### src/rtl/uart_tx_arbiter.sv
// Round-robin arbiter that hands one requester's byte at a time to a UART transmitter.
// Build option: define UART_TX_ARB_PARITY_CFG_EN to add per-requester parity enable/type inputs.
module uart_tx_arbiter #(
  parameter int NUM_REQ   = 4,
  parameter int DATAWIDTH = 8,
  parameter int TIMEOUT   = 3
) (
  input  logic                           CLK,
  input  logic                           RST_ASYN,
  input  logic [NUM_REQ-1:0]             REQ,
  input  logic [NUM_REQ*DATAWIDTH-1:0]   REQ_DATA,
`ifdef UART_TX_ARB_PARITY_CFG_EN
  input  logic [NUM_REQ-1:0]             PAR_EN_CFG,
  input  logic [NUM_REQ-1:0]             PAR_TYP_CFG,
`endif
  output logic [NUM_REQ-1:0]             GNT,
  output logic [DATAWIDTH-1:0]           TX_P_DATA,
  output logic                           TX_Data_Valid,
  output logic                           TX_PAR_EN,
  output logic                           TX_PAR_TYP,
  input  logic                           TX_busy,
  input  logic                           ERR_CLR,
  output logic                           ARB_BUSY,
  output logic                           ERR
);

  localparam int IDX_W = (NUM_REQ > 1) ? $clog2(NUM_REQ) : 1;
  localparam int CNT_W = (TIMEOUT > 1) ? $clog2(TIMEOUT + 1) : 1;
  localparam logic [IDX_W-1:0] LAST_IDX = IDX_W'(NUM_REQ - 1);
  localparam logic [CNT_W-1:0] CNT_LAST = CNT_W'(TIMEOUT - 1);

  typedef enum logic [1:0] {
    IDLE,
    ISSUE,
    WAIT_BUSY,
    WAIT_DONE
  } state_t;

  state_t               state;
  state_t               state_nxt;
  logic [IDX_W-1:0]     last_winner;
  logic [IDX_W-1:0]     winner;
  logic                 winner_found;
  logic                 grant;
  logic                 timeout_hit;
  logic [CNT_W-1:0]     wait_cnt;
  logic [DATAWIDTH-1:0] win_data;

  // Search upward from the requester after the previous winner, wrapping to 0.
  always_comb begin : rr_search
    int idx;
    idx          = 0;
    winner       = last_winner;
    winner_found = 1'b0;
    for (int k = 1; k <= NUM_REQ; k++) begin
      idx = int'(last_winner) + k;
      if (idx >= NUM_REQ) idx = idx - NUM_REQ;
      if (!winner_found && REQ[IDX_W'(idx)]) begin
        winner       = IDX_W'(idx);
        winner_found = 1'b1;
      end
    end
  end

  always_comb begin : data_mux
    win_data = '0;
    for (int i = 0; i < NUM_REQ; i++) begin
      if (winner == IDX_W'(i)) win_data = REQ_DATA[i*DATAWIDTH +: DATAWIDTH];
    end
  end

  always_ff @(posedge CLK or negedge RST_ASYN) begin
    if (!RST_ASYN) state <= IDLE;
    else           state <= state_nxt;
  end

  // ISSUE is a single cycle, so a requester still holding REQ during its GNT cannot win twice.
  always_comb begin : fsm_next
    state_nxt   = state;
    grant       = 1'b0;
    timeout_hit = 1'b0;
    case (state)
      IDLE: begin
        if (winner_found && !TX_busy) begin
          grant     = 1'b1;
          state_nxt = ISSUE;
        end
      end
      ISSUE: state_nxt = WAIT_BUSY;
      WAIT_BUSY: begin
        if (TX_busy) begin
          state_nxt = WAIT_DONE;
        end else if (wait_cnt == CNT_LAST) begin
          timeout_hit = 1'b1;
          state_nxt   = IDLE;
        end
      end
      WAIT_DONE: begin
        if (!TX_busy) state_nxt = IDLE;
      end
      default: state_nxt = IDLE;
    endcase
  end

  always_comb begin : gnt_decode
    GNT = '0;
    if (state == ISSUE) GNT[last_winner] = 1'b1;
  end

  assign TX_Data_Valid = (state == ISSUE);
  assign ARB_BUSY      = (state != IDLE);

  // A timeout set in the same cycle as ERR_CLR takes priority so no error is lost.
  always_ff @(posedge CLK or negedge RST_ASYN) begin
    if (!RST_ASYN) begin
      last_winner <= LAST_IDX;
      TX_P_DATA   <= '0;
      wait_cnt    <= '0;
      ERR         <= 1'b0;
    end else begin
      if (grant) begin
        last_winner <= winner;
        TX_P_DATA   <= win_data;
      end
      if (state == WAIT_BUSY) wait_cnt <= wait_cnt + CNT_W'(1);
      else                    wait_cnt <= '0;
      if (timeout_hit)  ERR <= 1'b1;
      else if (ERR_CLR) ERR <= 1'b0;
    end
  end

`ifdef UART_TX_ARB_PARITY_CFG_EN
  always_ff @(posedge CLK or negedge RST_ASYN) begin
    if (!RST_ASYN) begin
      TX_PAR_EN  <= 1'b0;
      TX_PAR_TYP <= 1'b0;
    end else if (grant) begin
      TX_PAR_EN  <= PAR_EN_CFG[winner];
      TX_PAR_TYP <= PAR_TYP_CFG[winner];
    end
  end
`else
  assign TX_PAR_EN  = 1'b0;
  assign TX_PAR_TYP = 1'b0;
`endif

endmodule

### config.mk
export PLATFORM = sky130hd
export DESIGN_NAME = uart_tx_arbiter
export DESIGN_NICKNAME = d
export VERILOG_FILES = /design/src/rtl/uart_tx_arbiter.sv
export SDC_FILE = /design/constraint.sdc
export NUM_CORES = 1
export LEC_CHECK = 0
export ABC_AREA = 1
export BUFFER_PORTS_ARGS = -buffer_cell sky130_fd_sc_hd__buf_2
export CORE_UTILIZATION = 29
export DETAILED_ROUTE_END_ITERATION = 8
export HOLD_SLACK_MARGIN = 0.03
export PLACE_DENSITY = 0.64
export SLEW_MARGIN = 20
export SYNTH_ARGS = -nofsm -noshare
export SYNTH_HDL_FRONTEND = slang
export SYNTH_SLANG_ARGS = --single-unit
### constraint.sdc
create_clock -name CLK -period 2.65 [get_ports CLK]
set_input_delay 0.1325 -clock CLK [delete_from_list [all_inputs] [get_ports CLK]]
set_output_delay 0.1325 -clock CLK [all_outputs]
set_load 0.02 [all_outputs]
==> flow_summary.ini <==
[global_route]
grt_pass1_wl_um = 5510
grt_usage = 0.134
grt_max_degree = 16
grt_pass1_vias = 1321
antenna_found_initial = 0
overflow = 0

[timing]
maxSlewViolCount = 0
layout_min_cycle_time_ns = 2.39
setup_violations = 0
rsz0062_at_grt = no
finalCritPeriodShare = 0.901
fmaxAchievable_mhz = 419
hold_ws_ns = 0.0800
final.setup.tns_ns = 0
hold_viol = 0
finClkSkew_ns = 0.00179

[floorplanning]
initial_core_util = 0.308
row_count = 24
io_pins = 57
die_x_um = 70.5
coreArea_um2 = 4410
floorplan.die_area_um2 = 4960
dieHeight_um = 70.5

[cts]
cts.sinks = 15
clockBufferDepth = 2
post_cts.repair.setup_buffers = 0
clkLatencyLatePin_ns = 0.24
cts_buffers = 3
ctsRootBufferMaster = clkbuf_8
cts_tree = done
holdBufCountCts = 1
h-tree-depth = 1
cts_resized = 0
clk_pin_slew_worst_paths_ns = 0.06

[yosys]
syn_avg_cell_area_um2 = 6.47
synth_top_area_cell = dfrtp_1
synth_seq_cells = 15
yosys-top-cells-area = dfrtp_1 (24%), nand2_1 (18%), inv_1 (12%)
yosys_warnings = 0
synthDistinctLibCells = 24
netlist_area_um2 = 1360
synthCells = 210
ys_seq_area_frac = 0.278
yosysTopAreaCellShare = 0.239

[placement]
place.gp.congestion = 0.784
numPortBuffers = 54
dp.cells = 311
dp_hpwl_um = 2580

[power_and_ir_drop]
power.switching_uw = 1330
internal_power_uw = 1020
netSwitchingFraction = 0.566
leakage_uw = 0.00104
p_per_area_nw_per_um2 = 1390
p_comb_frac = 0.739
seqPwrFrac = 0.184
irDropWorstVdd_mv = 0.631
clockPowerShare = 0.077

[route]
first_iter_violations = 28
wire_per_inst_um = 9.74
via_per_inst = 4.30
antenna_left = 0
drt-pass1-iter-count = 4
drt-total-wl_um = 3080
route.vias.total = 1360
drc = 0

[flow_run]
maxCapViolCount = 0

[finish]
fillers = 496
mostFrequentLayoutCells = nand2_1 (64), buf_2 (54), inv_1 (43), nand3_1 (19), dfrtp_1 (13)
multi_input_area_um2 = 744
seq_area_um2 = 378
instances_no_fill = 316
antennaDiodeCount = 0
areaGrowthSynthToFinish_pct = 24.6
final_nets = 310
drive_gt1_frac = 0.330
mostFrequentLayoutCell = nand2_1

[worst_setup_path]
crit_family = simple AND/OR/NAND/NOR gates
arrival_ns = 2.52
cp-start-kind = flop
critical_path_buf_inv_count = 2
path_class = flop to flop
crit_fanout = 13
reg2reg_to = TX_P_DATA[5]$_DFFE_PN0P_
r2r-start = last_winner[0]$_DFFE_PN1P_
cp-end-kind = flop
crit_slowest_cell = dfstp_2
rrSetupSlack_ns = 0.26
crit_chain = inv_2, ha_1, inv_1, nand3_1, nand2_1, nand4_1, nand2_4, nand2_4, or2_1, nand3_1, nand2_1
critical_path_required_ns = 2.78
cpPeakStageDelay_ns = 0.61
r2r_cells = 11

[worst_hold_path]
min_path_cells = 2
worstHoldStart = ERR_CLR
min_path_type = primary input to flop
hold_end = ERR$_DFFE_PN0P_

[run_status]
status = finished clean
[per-layer routing]
layer / wire length [um] / global-route usage
met3: 197 / 0.0144
met1: 1540 / 0.190
met2: 1290 / 0.213
met4: 45 / 0.0356
met5: 0 / 0
[cell families after synthesis]
logic type | share of synthesized area
buffers and inverters | 0.177
other | 0.00276
adder cells (fa/ha/maj) | 0.0460
flip-flops | 0.278
AO/OA/AOI/OAI | 0.0773
AND/OR/NAND/NOR | 0.419
[metrics by stage]
step	cell area (um^2)	util	total power [uW]	setup slack, ns
after global placement	1640	0.371	2170	0.284
final	1690	0.384	2360	0.261
after floorplan	1360	-	1940	0.560
after detailed placement	1640	0.371	2190	0.261
after CTS	1690	0.384	2380	0.257
after global routing	1690	0.384	2650	0.0809
[worst max path at each step]
stage | start | endpoint | slack, ns | cells after the start
2_1_floorplan | last_winner[0]$_DFFE_PN1P_ | TX_P_DATA[2]$_DFFE_PN0P_ | 0.56 | 13
3_3_place_gp | last_winner[0]$_DFFE_PN1P_ | TX_P_DATA[5]$_DFFE_PN0P_ | 0.28 | 11
3_5_place_dp | last_winner[0]$_DFFE_PN1P_ | TX_P_DATA[2]$_DFFE_PN0P_ | 0.26 | 14
4_1_cts | last_winner[0]$_DFFE_PN1P_ | TX_P_DATA[2]$_DFFE_PN0P_ | 0.26 | 14
5_1_grt | last_winner[0]$_DFFE_PN1P_ | TX_P_DATA[1]$_DFFE_PN0P_ | 0.08 | 14
6_report | last_winner[0]$_DFFE_PN1P_ | TX_P_DATA[5]$_DFFE_PN0P_ | 0.26 | 11
[worst register-to-register path, cell delays in order, from the launching register on]
cell and delay [ns]:
dfstp_2 0.61, inv_2 0.12, ha_1 0.35, inv_1 0.12, nand3_1 0.08, nand2_1 0.12, nand4_1 0.16, nand2_4 0.21
nand2_4 0.14, or2_1 0.23, nand3_1 0.09, nand2_1 0.06
[power by group through the flow]
stage | clock [uW] | sequential (uW) | combinational, uW
6_report | 182 | 433 | 1740
4_1_cts | 188 | 432 | 1760
5_1_grt | 198 | 449 | 2000
2_1_floorplan | 0 | 490 | 1450
3_5_place_dp | 0 | 436 | 1750
3_3_place_gp | 0 | 432 | 1740
[cell type report]
| cell class | count | share of cell area |
|---|---|---|
| multi-input cells | 142 | 0.440 |
| inverters | 48 | 0.106 |
| flip-flops and latches | 15 | 0.223 |
| well taps | 52 | 0.0384 |
| repair buffers | 55 | 0.166 |
| clock buffers | 4 | 0.0266 |
[state kept, by name, summed over array words and instances (netlist names)]
| name | count |
|---|---|
| wait_cnt | 2 |
| TX_P_DATA | 8 |
| ERR | 1 |
| last_winner | 2 |
| state | 2 |
[cells in the mapped netlist]
cell type and count:
nand2_1 64, inv_1 43, nand3_1 19, dfrtp_1 13
nor2_1 12, o21ai_0 8, nand2_2 7, ha_1 5
inv_2 5, nand3_2 5, buf_6 4, o21ai_2 4
nand2_4 3, nand4_1 3, a21oi_1 2, buf_4 2
dfstp_2 2, nor2_4 2, o211ai_1 2, and2_2 1
conb_1 1, o21ai_1 1, or2_1 1, or2_2 1
(Power assumes the default switching activity.)
